**src/rtl/apb_ucpd_cc_attach.sv**
```systemverilog
// Type-C attach/detach detector fed by the debounced CC1/CC2 vstate codes.
// Tracks attach state, plug orientation and sticky per-line/attach change events.
module apb_ucpd_cc_attach #(
   parameter int MS_CNT_MAX = 999,
   parameter int TMR_W      = 8
) (
   input  logic             ic_clk,
   input  logic             ic_rst_n,
   input  logic [5:0]       clk_freq,
   input  logic [1:0]       cc_en,
   input  logic [1:0]       cc1_vstate,
   input  logic [1:0]       cc2_vstate,
   input  logic [TMR_W-1:0] t_ccdb_ms,
   input  logic [4:0]       t_pd_ms,
   input  logic [2:0]       evt_clr,
   input  logic [2:0]       evt_ie,
   output logic [2:0]       typec_evt,
   output logic             irq,
   output logic             attached,
   output logic             orient,
   output logic [1:0]       cc_state
);

   localparam int MS_W = (MS_CNT_MAX < 1) ? 1 : $clog2(MS_CNT_MAX + 1);
   localparam logic [MS_W-1:0] MS_LAST = MS_W'(MS_CNT_MAX);

   typedef enum logic [1:0] {
      ST_UNATTACHED  = 2'b00,
      ST_ATTACH_WAIT = 2'b01,
      ST_ATTACHED    = 2'b10,
      ST_DETACH_WAIT = 2'b11
   } cc_state_t;

   cc_state_t        state_q, state_d;
   logic             cand_q, cand_d;
   logic             orient_q;
   logic [5:0]       us_cnt;
   logic [MS_W-1:0]  ms_cnt;
   logic [TMR_W-1:0] timer;
   logic [TMR_W-1:0] timer_eff;
   logic [1:0]       prev_v1, prev_v2;
   logic [1:0]       v1, v2, active_v;
   logic [5:0]       us_last;
   logic             connect, cand, us_wrap, ms_tick;
   logic             wait_entry, att_evt;
   logic             ccdb_hit, pd_hit;

   assign v1       = cc_en[0] ? cc1_vstate : 2'd0;
   assign v2       = cc_en[1] ? cc2_vstate : 2'd0;
   assign connect  = (v1 != 2'd0) ^ (v2 != 2'd0);
   assign cand     = (v2 != 2'd0);
   assign active_v = orient_q ? v2 : v1;

   assign us_last   = (clk_freq == 6'd0) ? 6'd0 : clk_freq - 6'd1;
   assign us_wrap   = (us_cnt >= us_last);
   assign ms_tick   = us_wrap && (ms_cnt >= MS_LAST);
   // Timer value including this cycle's ms tick, so a wait of N ms ends on the Nth tick edge
   assign timer_eff = (ms_tick && (timer != {TMR_W{1'b1}})) ? timer + TMR_W'(1) : timer;
   assign ccdb_hit  = (timer == t_ccdb_ms) || (timer_eff == t_ccdb_ms);
   assign pd_hit    = (timer == TMR_W'(t_pd_ms)) || (timer_eff == TMR_W'(t_pd_ms));

   always_comb begin
      state_d    = state_q;
      cand_d     = cand_q;
      wait_entry = 1'b0;
      att_evt    = 1'b0;
      case (state_q)
         ST_UNATTACHED: begin
            if (connect) begin
               state_d    = ST_ATTACH_WAIT;
               cand_d     = cand;
               wait_entry = 1'b1;
            end
         end
         ST_ATTACH_WAIT: begin
            if (!connect || (cand != cand_q)) begin
               state_d = ST_UNATTACHED;
            end else if (ccdb_hit) begin
               state_d = ST_ATTACHED;
               att_evt = 1'b1;
            end
         end
         ST_ATTACHED: begin
            if (active_v == 2'd0) begin
               state_d    = ST_DETACH_WAIT;
               wait_entry = 1'b1;
            end
         end
         ST_DETACH_WAIT: begin
            if (active_v != 2'd0) begin
               state_d = ST_ATTACHED;
            end else if (pd_hit) begin
               state_d = ST_UNATTACHED;
               att_evt = 1'b1;
            end
         end
         default: state_d = ST_UNATTACHED;
      endcase
   end

   always_ff @(posedge ic_clk or negedge ic_rst_n) begin
      if (!ic_rst_n) begin
         state_q   <= ST_UNATTACHED;
         cand_q    <= 1'b0;
         orient_q  <= 1'b0;
         us_cnt    <= '0;
         ms_cnt    <= '0;
         timer     <= '0;
         prev_v1   <= 2'd0;
         prev_v2   <= 2'd0;
         typec_evt <= 3'b000;
         irq       <= 1'b0;
      end else begin
         state_q <= state_d;
         cand_q  <= cand_d;
         if ((state_q == ST_ATTACH_WAIT) && (state_d == ST_ATTACHED)) begin
            orient_q <= cand_q;
         end
         if (wait_entry) begin
            us_cnt <= '0;
            ms_cnt <= '0;
            timer  <= '0;
         end else begin
            us_cnt <= us_wrap ? 6'd0 : us_cnt + 6'd1;
            if (us_wrap) begin
               ms_cnt <= (ms_cnt >= MS_LAST) ? '0 : ms_cnt + MS_W'(1);
            end
            timer <= timer_eff;
         end
         prev_v1 <= v1;
         prev_v2 <= v2;
         // New events are ORed in after the clear so a same-cycle set wins
         typec_evt <= (typec_evt & ~evt_clr) | {att_evt, (v2 != prev_v2), (v1 != prev_v1)};
         irq       <= |(typec_evt & evt_ie);
      end
   end

   assign attached = state_q[1];
   assign orient   = orient_q;
   assign cc_state = state_q;

endmodule

```
**config.mk**
```make
export PLATFORM = sky130hd
export DESIGN_NAME = apb_ucpd_cc_attach
export DESIGN_NICKNAME = d
export VERILOG_FILES = /design/src/rtl/apb_ucpd_cc_attach.sv
export SDC_FILE = /design/constraint.sdc
export NUM_CORES = 1
export LEC_CHECK = 0
export CORE_UTILIZATION = 26
export CTS_BUF_LIST = sky130_fd_sc_hd__clkbuf_16
export DETAILED_ROUTE_END_ITERATION = 7
export PLACE_DENSITY = 0.51
export SYNTH_ARGS = -nofsm -noshare
export SYNTH_HDL_FRONTEND = slang
export SYNTH_SLANG_ARGS = --single-unit
```
**constraint.sdc**
```tcl
create_clock -name ic_clk -period 3.05 [get_ports ic_clk]
set_input_delay 0.305 -clock ic_clk [delete_from_list [all_inputs] [get_ports ic_clk]]
set_output_delay 0.305 -clock ic_clk [all_outputs]
set_load 0.02 [all_outputs]
```
=== Yosys cells after proc, flatten, opt, wreduce, memory -nomap -nowiden ===
Index checks and enable logic that the tools add are counted.

* Register bits: 36
* Bits of input ports: 33
* Output and inout port bits: 8
* Logic and storage cells: 75

* $add $sub $neg: 4
* Magnitude comparators: 2
* Equal/unequal tests: 12
* Mux-type cells: 26
* Bitwise gates (word level): 5
* Reductions and logical operators: 16

{| class="wikitable"
|+ Operator list
! cell !! count
|-
| $mux W10 || 3
|-
| $mux W2 || 9
|-
| $mux W6 || 3
|-
| $eq A8 B5 Y1 || 2
|-
| $eq A8 B8 Y1 || 2
|-
| $mux W8 || 2
|-
| $add A10 B1 Y10 const B || 1
|-
| $ge A10 B10 Y1 const B || 1
|-
| $add A8 B1 Y8 const B || 1
|-
| $ne A8 B8 Y1 const B || 1
|-
| $pmux W2 S4 || 1
|-
| $reduce_bool A2 Y1 || 4
|-
| $add A6 B1 Y6 const B || 1
|-
| $and A3 B3 Y3 || 2
|-
| $eq A2 B2 Y1 const B || 3
|-
| $ge A6 B6 Y1 || 1
|-
| $logic_not A6 Y1 || 1
|-
| $mux W1 || 6
|-
| $sub A6 B1 Y6 const B || 1
|-
| $logic_not A2 Y1 || 2
|-
| $ne A2 B2 Y1 || 2
|-
| $pmux W1 S2 || 2
|-
| $logic_and A1 B1 Y1 || 3
|-
| $logic_or A1 B1 Y1 || 3
|-
| 8 further kinds || 8
|}

=== Logic depth before layout (Yosys ltp) ===
* Depth after elaboration: 13
* Mapped depth: 15
* Mapped depth without buffers: 13

=== Least setup slack after synthesis ===
Ideal clock, no wire load.

* Kind: in2reg
* Start: in clk_freq[0]
* End: reg orient_q, in the netlist orient
* Setup time: 125 ps
* Arrival: 2937 ps
* Required time: 2925 ps
* Path slack: -12 ps
* Stages on the path: 14
* Path buffers: 1
* Cell sequence: inv_1 > ha_1 > nand2_1 > or3_1 > and2_1 > ha_1 > nand2b_1 > a21oi_1 > o221a_2 > clkbuf_8 > a211oi_1 > nor3_1 > a31oi_1 > mux2_2

* Longest elaborated chain between the ends: 13
* Elaborated cells between the ends (all ways): 18
* Classes of those cells: 1 x add/sub; 1 x order compare; 3 x eq/ne; 7 x mux; 6 x reduce/logical

{| class="wikitable"
|+ RTL lines
! element !! line !! RTL
|-
| start: declaration || 9 || <nowiki>input logic [5:0] clk_freq,</nowiki>
|-
| $sub A6 B1 Y6 / $logic_not A6 Y1 (equally long branches) || 54 || <nowiki>assign us_last = (clk_freq == 6'd0) ? 6'd0 : clk_freq - 6'd1;</nowiki>
|-
| $mux W6 (*) || 54 ||
|-
| $ge A6 B6 Y1 (*) || 55 || <nowiki>assign us_wrap = (us_cnt >= us_last);</nowiki>
|-
| $logic_and A1 B1 Y1 (*) || 56 || <nowiki>assign ms_tick = us_wrap && (ms_cnt >= MS_LAST);</nowiki>
|-
| $logic_and A1 B1 Y1 (*) || 58 || <nowiki>assign timer_eff = (ms_tick && (timer != {TMR_W{1'b1}})) ? timer + TMR_W'(1) : timer;</nowiki>
|-
| $mux W8 (*) || 58 ||
|-
| $eq A8 B5 Y1 / $eq A8 B8 Y1 (equally long branches) || 60, 59 ||
|-
| $logic_or A1 B1 Y1, on equally long branches || 60, 59 ||
|-
| $mux W2, on equally long branches || 92, 78 ||
|-
| $mux W2, on equally long branches || 90, 76 ||
|-
| $pmux W2 S4 (*) || 67 || <nowiki>case (state_q)</nowiki>
|-
| $eq A2 B2 Y1 (*) || 116 || <nowiki>if ((state_q == ST_ATTACH_WAIT) && (state_d == ST_ATTACHED)) begin</nowiki>
|-
| $logic_and A1 B1 Y1 (*) || 116 ||
|-
| end signal: assignment || 117 || <nowiki>orient_q <= cand_q;</nowiki>
|-
| end: declaration || 36 || <nowiki>logic orient_q;</nowiki>
|}

Mark *: on every way between the ends. The rest lies on a longest branch, timed or not.
A chain may end at the register's enable or synchronous reset.

=== Worst setup path after layout ===
* Start: in clk_freq[3]
* End: reg typec_evt[2]

* Longest elaborated chain between the ends: 12
* Elaborated cells between the ends (all ways): 17
* Classes of those cells: 1 x add/sub; 1 x order compare; 2 x eq/ne; 7 x mux; 1 x bitwise; 5 x reduce/logical

{| class="wikitable"
|+ RTL lines
! element !! line !! RTL
|-
| $sub A6 B1 Y6 / $logic_not A6 Y1 (equally long branches) || 54 ||
|-
| $mux W6 (*) || 54 ||
|-
| $ge A6 B6 Y1 (*) || 55 ||
|-
| $logic_and A1 B1 Y1 (*) || 56 ||
|-
| $logic_and A1 B1 Y1 (*) || 58 ||
|-
| $mux W8 (*) || 58 ||
|-
| $eq A8 B5 Y1 / $eq A8 B8 Y1 (equally long branches) || 60, 59 ||
|-
| $logic_or A1 B1 Y1, on equally long branches || 60, 59 ||
|-
| $mux W1, on equally long branches || 92, 78 ||
|-
| $mux W1, on equally long branches || 90, 76 ||
|-
| $pmux W1 S2 (*) || 67 ||
|-
| $or A3 B3 Y3 (*) || 133 || <nowiki>typec_evt <= (typec_evt & ~evt_clr) | {att_evt, (v2 != prev_v2), (v1 != prev_v1)};</nowiki>
|-
| end signal: assignment || 133 ||
|-
| end: declaration || 17 || <nowiki>output logic [2:0] typec_evt,</nowiki>
|}

Marks and branches as above.

==> flow_metrics.py <==
metrics = {
    "drt": {
        "vias": 2252,
        "drc": 0,
        "vias_per_cell": 4.75,
        "firstDrtPassIters": 4,
        "drt-total-wl_um": 6290,
        "drtAntennaViolNets": 0,
        "wl_per_cell_um": 13.3,
        "drt-met1-wl_um": 3030,
        "route.met3.wl_um": 232,
        "wl_met2_um": 2970,
        "highest_layer": "met4",
        "drt_iter0_drc": 95,
    },
    "worst_setup_path": {
        "crit_path_end_kind": "flop",
        "required_ns": 3.24,
        "crit_path_start_kind": "input port",
        "arrival_ns": 3.06,
        "path_class": "input port to flop",
        "path_max_fanout": 7,
    },
    "timing": {
        "drv_slew": 0,
        "worst-slew-pin-transition_ns": 0.854,
        "slew_headroom": 0.431,
        "hold_slack_ns": 0.137,
        "fin_skew_ns": 0.00543,
        "layout_min_cycle_time_ns": 2.86,
        "rsz0062_at_grt": "false",
        "setup_violations": 0,
        "post-route-period-util": 0.939,
        "clock.fmax_mhz": 349,
        "finalHoldViolCount": 0,
    },
    "grt": {
        "antenna_found_initial": 0,
        "grt_overflow": 0,
        "grt_pass1_wl_um": 10500,
        "grt_pass1_vias": 2239,
        "grt_max_degree": 37,
        "groute.usage.overall": 0.131,
    },
    "die": {
        "design.die.area_um2": 10200,
        "coreArea_um2": 9370,
        "rows": 35,
        "die_y_um": 101,
        "fp.dieW_um": 101,
        "start_util": 0.272,
        "ios": 41,
    },
    "logic_synthesis": {
        "yosysUniqueCellTypes": 52,
        "yosys_warnings": 0,
        "synth.avg_cell_area_um2": 8.90,
        "synthArstFlopShare": 1.00,
        "ys_seq_area_frac": 0.353,
        "syn_nets": 330,
        "synth_edf_count": 0,
        "ys_ff_latch": 36,
        "synth_area_um2": 2550,
        "synth_flop_cell": "dfrtp_1",
        "syn_inst": 287,
    },
    "power": {
        "p_total_mw": 1.53,
        "irDropWorstVdd_uv": 216,
        "power_density_nw_per_um2": 444,
        "leakage_nw": 1.42,
    },
    "place": {
        "gp_congestion": 0.782,
        "place_inst": 463,
        "placed_area_um2": 3150,
        "port_buffers": 40,
        "place_hpwl_um": 4640,
    },
    "finish": {
        "multiInputGateArea_um2": 1640,
        "fillers": 982,
        "fin_util": 0.367,
        "stdcell_count": 474,
        "final_cell_area_um2": 3440,
        "syn_to_final_growth_pct": 34.6,
        "mostFrequentLayoutCell": "dfrtp_1",
        "register_area_um2": 901,
        "diodes": 0,
        "nets": 387,
        "drive_gt1_frac": 0.174,
        "most-common-layout-cells": "dfrtp_1 (36), clkdlybuf4s50_1 (34), nor2_1 (24), buf_4 (21), nand2_1 (20)",
    },
    "hold_path": {
        "hp-class": "input port to asynchronous set/reset pin",
    },
    "status": {
        "status": "complete, no violations",
    },
    "clock_tree": {
        "hold_buffers": 0,
        "cts_buffer_depth": 2,
        "h-tree-depth": 2,
        "cts_tree": "built",
        "clock_latency_ns": 0.28,
        "cts_buffers": 5,
        "clock_sink_count": 36,
        "cts_root_buffer": "clkbuf_16",
        "clk_pin_slew_worst_paths_ns": 0.06,
    },
    "job": {
        "cap_violations": 0,
    },
}
## area by class of cell
type | instances | area share
flip-flops and latches | 36 | 0.262
well taps | 129 | 0.0469
clock buffers | 5 | 0.0364
inverters | 7 | 0.00764
repair buffers | 63 | 0.165
clock inverters | 3 | 0.00437
multi-input cells | 231 | 0.477
## sequential cells by signal, summed over array words and instances, names as in the netlist
signal     cells
cand_q         1
cc_state       2
irq            1
ms_cnt        10
orient         1
prev_v1        2
prev_v2        2
timer          8
typec_evt      3
us_cnt         6
## kinds of logic after synthesis
| logic type | Yosys count | share of synthesized area |
|---|---|---|
| compound gates | 57 | 0.150 |
| flops | 36 | 0.353 |
| simple gates | 124 | 0.254 |
| buf+inv | 20 | 0.0534 |
| mux | 4 | 0.0167 |
| xor+xnor | 36 | 0.123 |
| fa+ha+maj | 10 | 0.0490 |
## power by group
group / internal (mW) / total, mW / switching, mW
Combinational: 0.227 / 0.460 / 0.233
Clock: 0.297 / 0.490 / 0.193
Sequential: 0.524 / 0.577 / 0.0531
## cells in the mapped netlist, types with 2 or more instances
cell,instances,share of area
a211oi_1,5,0.015
a21oi_1,9,0.018
a222oi_1,2,0.0078
a31oi_1,3,0.0074
and2_1,7,0.017
and3_1,8,0.020
buf_4,2,0.0059
buf_6,3,0.013
clkbuf_1,4,0.0059
clkbuf_8,3,0.016
dfrtp_1,36,0.35
ha_1,10,0.049
inv_1,7,0.010
mux2_2,2,0.0088
mux2i_1,2,0.0078
nand2_1,22,0.032
nand2b_1,15,0.037
nand3_1,15,0.029
nand4_1,7,0.017
nor2_1,25,0.037
nor2b_1,3,0.0074
nor3_1,6,0.012
nor3b_1,2,0.0059
nor4_1,4,0.0098
o211ai_1,3,0.0088
o21ai_0,18,0.035
o31ai_1,4,0.012
or3_1,2,0.0049
xnor2_1,17,0.058
xor2_1,19,0.065
## layer usage
layer  vias up  track usage
met1      1068        0.169
met4         0       0.0401
met5         -            0
met2        43        0.221
li1       1139            -
met3         2       0.0236
## worst max-delay path: stages
cell and delay [ns]:
clkdlybuf4s15_1 0.19, nor2_2 0.15, nand2_2 0.08, or3_4 0.39, and2_4 0.14, ha_1 0.26, nand2b_4 0.15, a21oi_4 0.19
o221a_4 0.28, o31ai_4 0.08, a222oi_1 0.42, buf_4 0.19, a21oi_2 0.05, o211ai_1 0.18
## worst paths after layout
kind / start / cells past startpoint / slack, ns / endpoint
setup / recovery: clk_freq[3] / 14 / 0.19 / typec_evt[2]$_DFF_PN0_
hold / removal: ic_rst_n / 1 / 0.14 / us_cnt[5]$_DFF_PN0_
setup reg to reg: timer[0]$_DFF_PN0_ / 9 / 0.46 / typec_evt[2]$_DFF_PN0_
hold reg to reg: prev_v1[1]$_DFF_PN0_ / 2 / 0.50 / typec_evt[0]$_DFF_PN0_
max in group asynchronous: ic_rst_n / 1 / 2.38 / timer[6]$_DFF_PN0_
min in group ic_clk: prev_v1[1]$_DFF_PN0_ / 2 / 0.50 / typec_evt[0]$_DFF_PN0_
## per-stage QoR
step / setup TNS (ns) / worst slack, ns
2_1_floorplan: 0 / 0.00203
3_3_place_gp: -5.70 / -0.464
3_5_place_dp: -6.74 / -0.534
4_1_cts: 0 / 0.0222
5_1_grt: 0 / 0.000857
6_report: 0 / 0.186
## repair_timing
item,CTS,global route
resized for setup,19,18
setup buffers,2,1
setup endpoints to repair,17,9
pin swaps,15,10
Note: power is estimated with default switching activity, not from simulation.
==> patch 1, RTL diff (config.mk and constraints unchanged) <==
The output `irq` loses its register stage (`irq` becomes a continuous assignment).
--- a/src/rtl/apb_ucpd_cc_attach.sv
+++ b/src/rtl/apb_ucpd_cc_attach.sv
@@ -110,5 +110,4 @@
          prev_v2   <= 2'd0;
          typec_evt <= 3'b000;
-         irq       <= 1'b0;
       end else begin
          state_q <= state_d;
@@ -132,7 +131,8 @@
          // New events are ORed in after the clear so a same-cycle set wins
          typec_evt <= (typec_evt & ~evt_clr) | {att_evt, (v2 != prev_v2), (v1 != prev_v1)};
-         irq       <= |(typec_evt & evt_ie);
       end
    end
+
+   assign irq = |(typec_evt & evt_ie);
 
    assign attached = state_q[1];
Function: changed (a bounded check fails within 4 cycles, from zero or initial values and one cycle with ic_rst_n low).
==> patch 1 against the unedited design <==
Die area shrank 0.96%; highest routed layer unchanged; largest cell class unchanged; setup slack improved by 0.0059 ns; hold slack better by 0.32 ns; power up 0.13%; combinational power grew 3%; clock power rose by 1%; fmax is 0.21% higher; synthesized area shrank 0.98%; count of clock-buffer cells in the layout unchanged; final area grew 1.2%; sequential cell count shrank 1; cell count increased by 1.3%; wire length shrank 1.1%.
==> patch 1: results (changes against the unedited design) <==
* Status: completed
* Initial antenna violation count at 0 (unchanged)
* Compound-Gate Fraction of Synth Area at 15.2% (+0.15 points)
* Max incr delay on CP at 0.35 ns (-0.07 ns)
* Delay-heaviest family, CP: compound AO/OA/AOI/OAI gates
* Setup bufs post-CTS at 3 (+1)
* Total wire length at 6220 um (-1.1%)
* Post-synthesis sequential area ratio at 34.6% (-0.64 points)
* Yosys warns at 0 (unchanged)
* Top sig layer: met4
* Post-Syn Instances at 286 (-0.35%)
* Nets@finish at 393 (+1.6%)
* Detailed-router iteration count before antenna repair at 4 (unchanged)
* Post_cts resized at 20 (+1)
* Met2 routed WL at 2840 um (-4.6%)
* Largest cells by area after synthesis: dfrtp_1, xor2_1, xnor2_1
* Synth top cells by count: dfrtp_1, nor2_1, nand2_1
* XOR/XNOR share of the synthesized area at 12.5% (+0.12 points)
* Initial drt markers at 75 (-21%)
* Overall Global Routing Usage at 12.9% (-0.17 points)
* M3 GR Usage at 2.77% (+0.42 points)
* DP Area at 0.00317 mm^2 (+0.56%)
* Unique masters post-synth at 52 (unchanged)
* Slew @ Worst Pin at 0.529 ns (-0.324 ns)
* Ant diodes at 0 (unchanged)
* Largest net degree at the start of global routing at 36 (-2.7%)
* Post-synth ARST share at 100% (unchanged)
* Dpl cells at 467 (+0.86%)
* DRT met1 WL at 3040 um (+0.30%)
* Number of global-route vias before repair at 2227 (-0.54%)
* Routing usage on met2 at 21.2% (-0.85 points)
* Reg2Reg Depth at 10 (+1)
* DR vias at 2270 (+0.80%)
* Met1 usage in global routing at 16.8% (-0.078 points)
* Largest registers: ms_cnt (10), timer (8), us_cnt (6)
* CTS Buffer Depth at 2 (unchanged)
* Finished Layout Cells at 480 (+1.3%)
* Pre-CTS setup slack at -0.628 ns (-0.0945 ns)
* Clock skew at 0.00375 ns (-0.00168 ns)
* Final GP Congestion at 0.806 (+3.1%)
* Crit path DAT at 3.05 ns (about the same)
* Met3 routed WL at 243 um (+4.7%)
* Root Driver: clkbuf_16
* Hold Crit Class: input pin to async pin
* Maximum vdd drop at 0.000216 V (-0.27%)
* Adder-Cell Fraction of Synth Area at 4.95% (+0.048 points)
* Leak at 1.46 nW (+2.5%)
* Dpl hpwl at 4670 um (+0.63%)
* Post-synthesis net count at 329 (-0.30%)
* Sw Share at 31.5% (+0.069 points)
* First-pass GRT wire length at 10400 um (-0.91%)
* Post-synthesis mux area share at 1.68% (+0.016 points)
* Filler cell count at 973 (-0.92%)
* Clock transition at path regs at 0.05 ns
* Layout cells sized above 1 at 19.1% (+1.7 points)
[patch 1: final timing paths]
kind                       slack [ns]            to   startpoint
max in group asynchronous        2.27     ms_cnt[9]     ic_rst_n
hold / removal                   0.46  typec_evt[1]     ic_rst_n
hold reg to reg                  0.49     us_cnt[0]    us_cnt[0]
min in group ic_clk              0.49     us_cnt[0]    us_cnt[0]
setup reg to reg                 0.35  typec_evt[2]     timer[0]
setup / recovery                 0.19  typec_evt[2]  clk_freq[2]
[patch 1: final cells by class]
cell class                 count  area [um^2]  area share (%)
clock buffer                   5          125            3.60
timing repair buffer          70          627            18.0
sequential                    35          876            25.2
multi-input combinational    231         1640            47.2
inverter                       7         26.3           0.755
clock inverter                 3         20.0           0.576
tap                          129          161            4.64
[patch 1: power groups by stage]
stage	clock [mW]	sequential (mW)	combinational [mW]
final	0.496	0.558	0.474
after global placement	0	0.565	0.411
after floorplan	0	0.566	0.231
after detailed placement	0	0.566	0.413
after global routing	0.533	0.567	0.530
after CTS	0.514	0.559	0.474
==> patch 2, RTL diff (config.mk and constraints unchanged) <==
Made on the original files. `MS_CNT_MAX`: 999 -> 3996.
--- a/src/rtl/apb_ucpd_cc_attach.sv
+++ b/src/rtl/apb_ucpd_cc_attach.sv
@@ -2,5 +2,5 @@
 // Tracks attach state, plug orientation and sticky per-line/attach change events.
 module apb_ucpd_cc_attach #(
-   parameter int MS_CNT_MAX = 999,
+   parameter int MS_CNT_MAX = 3996,
    parameter int TMR_W      = 8
 ) (
Formal check against the unedited RTL: same outputs for any inputs over 10 cycles, from zero or initial values and one cycle with ic_rst_n low; that may be too few to reach the edited logic, so the function may still have changed.
==> patch 2 against the unedited design <==
Combinational power decreased by 4%; setup slack worse by 0.083 ns; power is 1.2% lower; sequential cell count rose by 2; wire length rose by 7.3%; synthesized area rose by 4.0%; clock skew is 0.0025 ns lower; register-to-register slack worse by 0.13 ns; cell count is 6.3% higher; final area up 4.9%; critical endpoint is now cc_state[1]; highest routed layer unchanged.
==> patch 2: results (changes against the unedited design) <==
* Status: completed
* Leak at 1.50 nW (+5.5%)
* Largest cells by area after synthesis: dfrtp_1, xor2_1, xnor2_1
* Setup bufs post-CTS at 4 (+2)
* Clk sinks at 38 (+5.6%)
* Critical path peak fanout at 6 (-1)
* Avg Cell Area, Syn at 8.60 um^2 (-3.4%)
* H-tree levels at 2 (unchanged)
* Vias per cell at 4.76 (+0.19%)
* Maximum vdd drop at 0.000209 V (-3.5%)
* Dpl cells at 491 (+6.0%)
* First-pass GRT wire length at 11000 um (+4.7%)
* Post-synthesis net count at 353 (+7.0%)
* Initial drt markers at 183 (+93%)
* Unique masters post-synth at 54 (+3.8%)
* Post_cts resized at 10 (-9)
* Nets@finish at 415 (+7.2%)
* Crit path DAT at 3.10 ns (+0.04 ns)
* Largest net degree at the start of global routing at 39 (+5.4%)
* Filler cell count at 1049 (+6.8%)
* Clock network area share at 3.68% (-0.40 points)
* Non-CTS buffers at 68 (+7.9%)
* Clock skew at 0.00291 ns (-0.00251 ns)
* Overall Global Routing Usage at 13.3% (+0.27 points)
* Post-synthesis sequential area ratio at 35.8% (+0.52 points)
* Synth top cells by count: dfrtp_1, nor2_1, nand2_1
* Final GP Congestion at 0.855 (+9.3%)
* Dpl hpwl at 5010 um (+8.1%)
* Comb_multi_in at 248 (+7.4%)
* Crit-path slowest cell: or4b_4
* DR vias at 2399 (+6.5%)
* Largest registers: ms_cnt (12), timer (8), us_cnt (6)
* Post-Syn Instances at 309 (+7.7%)
* Slew Limit Headroom at 41.9% (-1.2 points)
* Max incr delay on CP at 0.57 ns (+0.15 ns)
* Number of global-route vias before repair at 2318 (+3.5%)
* Multi-input gate share of total cell area at 47.4% (-0.35 points)
* Buffering overhead at 16.9% (+0.38 points)
* Layout cells sized above 1 at 17.0% (-0.41 points)
* Inverters at 10 (+3)
* Total wire length at 6740 um (+7.3%)
* Delay-heaviest family, CP: simple AND/OR/NAND/NOR gates
* Seq/total area at 26.4% (+0.17 points)
## patch 2: cell count changes after synthesis, moves of 4 or more
| cell | delta |
|---|---|
| nor2_1 | +7 |
| buf_2 | +6 |
| or3b_2 | +6 |
| a21oi_1 | +9 |
| or3_1 | +5 |
| nand2b_1 | -8 |
| a211oi_1 | -5 |
| nor2b_1 | +4 |
## patch 2: path summary, 6_finish.rpt
kind / end / slack, ns / startpoint / depth (start not counted)
worst max-delay path: cc_state[1] / 0.10 / clk_freq[0] / 14
worst min-delay path: cc_state[1] / 0.15 / ic_rst_n / 1
worst max register to register: orient / 0.33 / timer[0] / 7
worst min register to register: us_cnt[0] / 0.50 / us_cnt[0] / 1
max in group asynchronous: ms_cnt[0] / 2.35 / ic_rst_n / 1
min in group ic_clk: us_cnt[0] / 0.50 / us_cnt[0] / 1
## patch 2: logic make-up (layout without fill, tap and decap cells)
family	count (synthesis)	in the layout	synth area share, %
fa+ha+maj	11	11	5.18
mux	4	4	1.55
xor+xnor	33	33	10.9
buf+inv	23	85	3.81
flops	38	38	35.8
simple gates	141	141	28.5
compound gates	59	59	14.3
## patch 2: metal layers
metal	share of wire [%]	global-route usage (%)	vias up
met4	0.31	2.28	0
met5	0	0	-
met2	46	22.4	48
met1	49	18.0	1136
met3	4.7	2.51	2
li1	-	-	1213
## patch 2: where the power goes
group / leakage (nW) / switching [mW] / internal, mW
Clock: 0.0723 / 0.175 / 0.292
Sequential: 0.504 / 0.0494 / 0.551
Combinational: 0.922 / 0.227 / 0.215
Total: 1.50 / 0.451 / 1.06
## patch 2: stage by stage
stage | area [um^2] | setup slack (ns)
final | 3610 | 0.103
after global placement | 3340 | -0.510
after CTS | 3520 | 0.00487
after floorplan | 2680 | 0.0112
after global routing | 3610 | -0.00716
after detailed placement | 3340 | -0.592
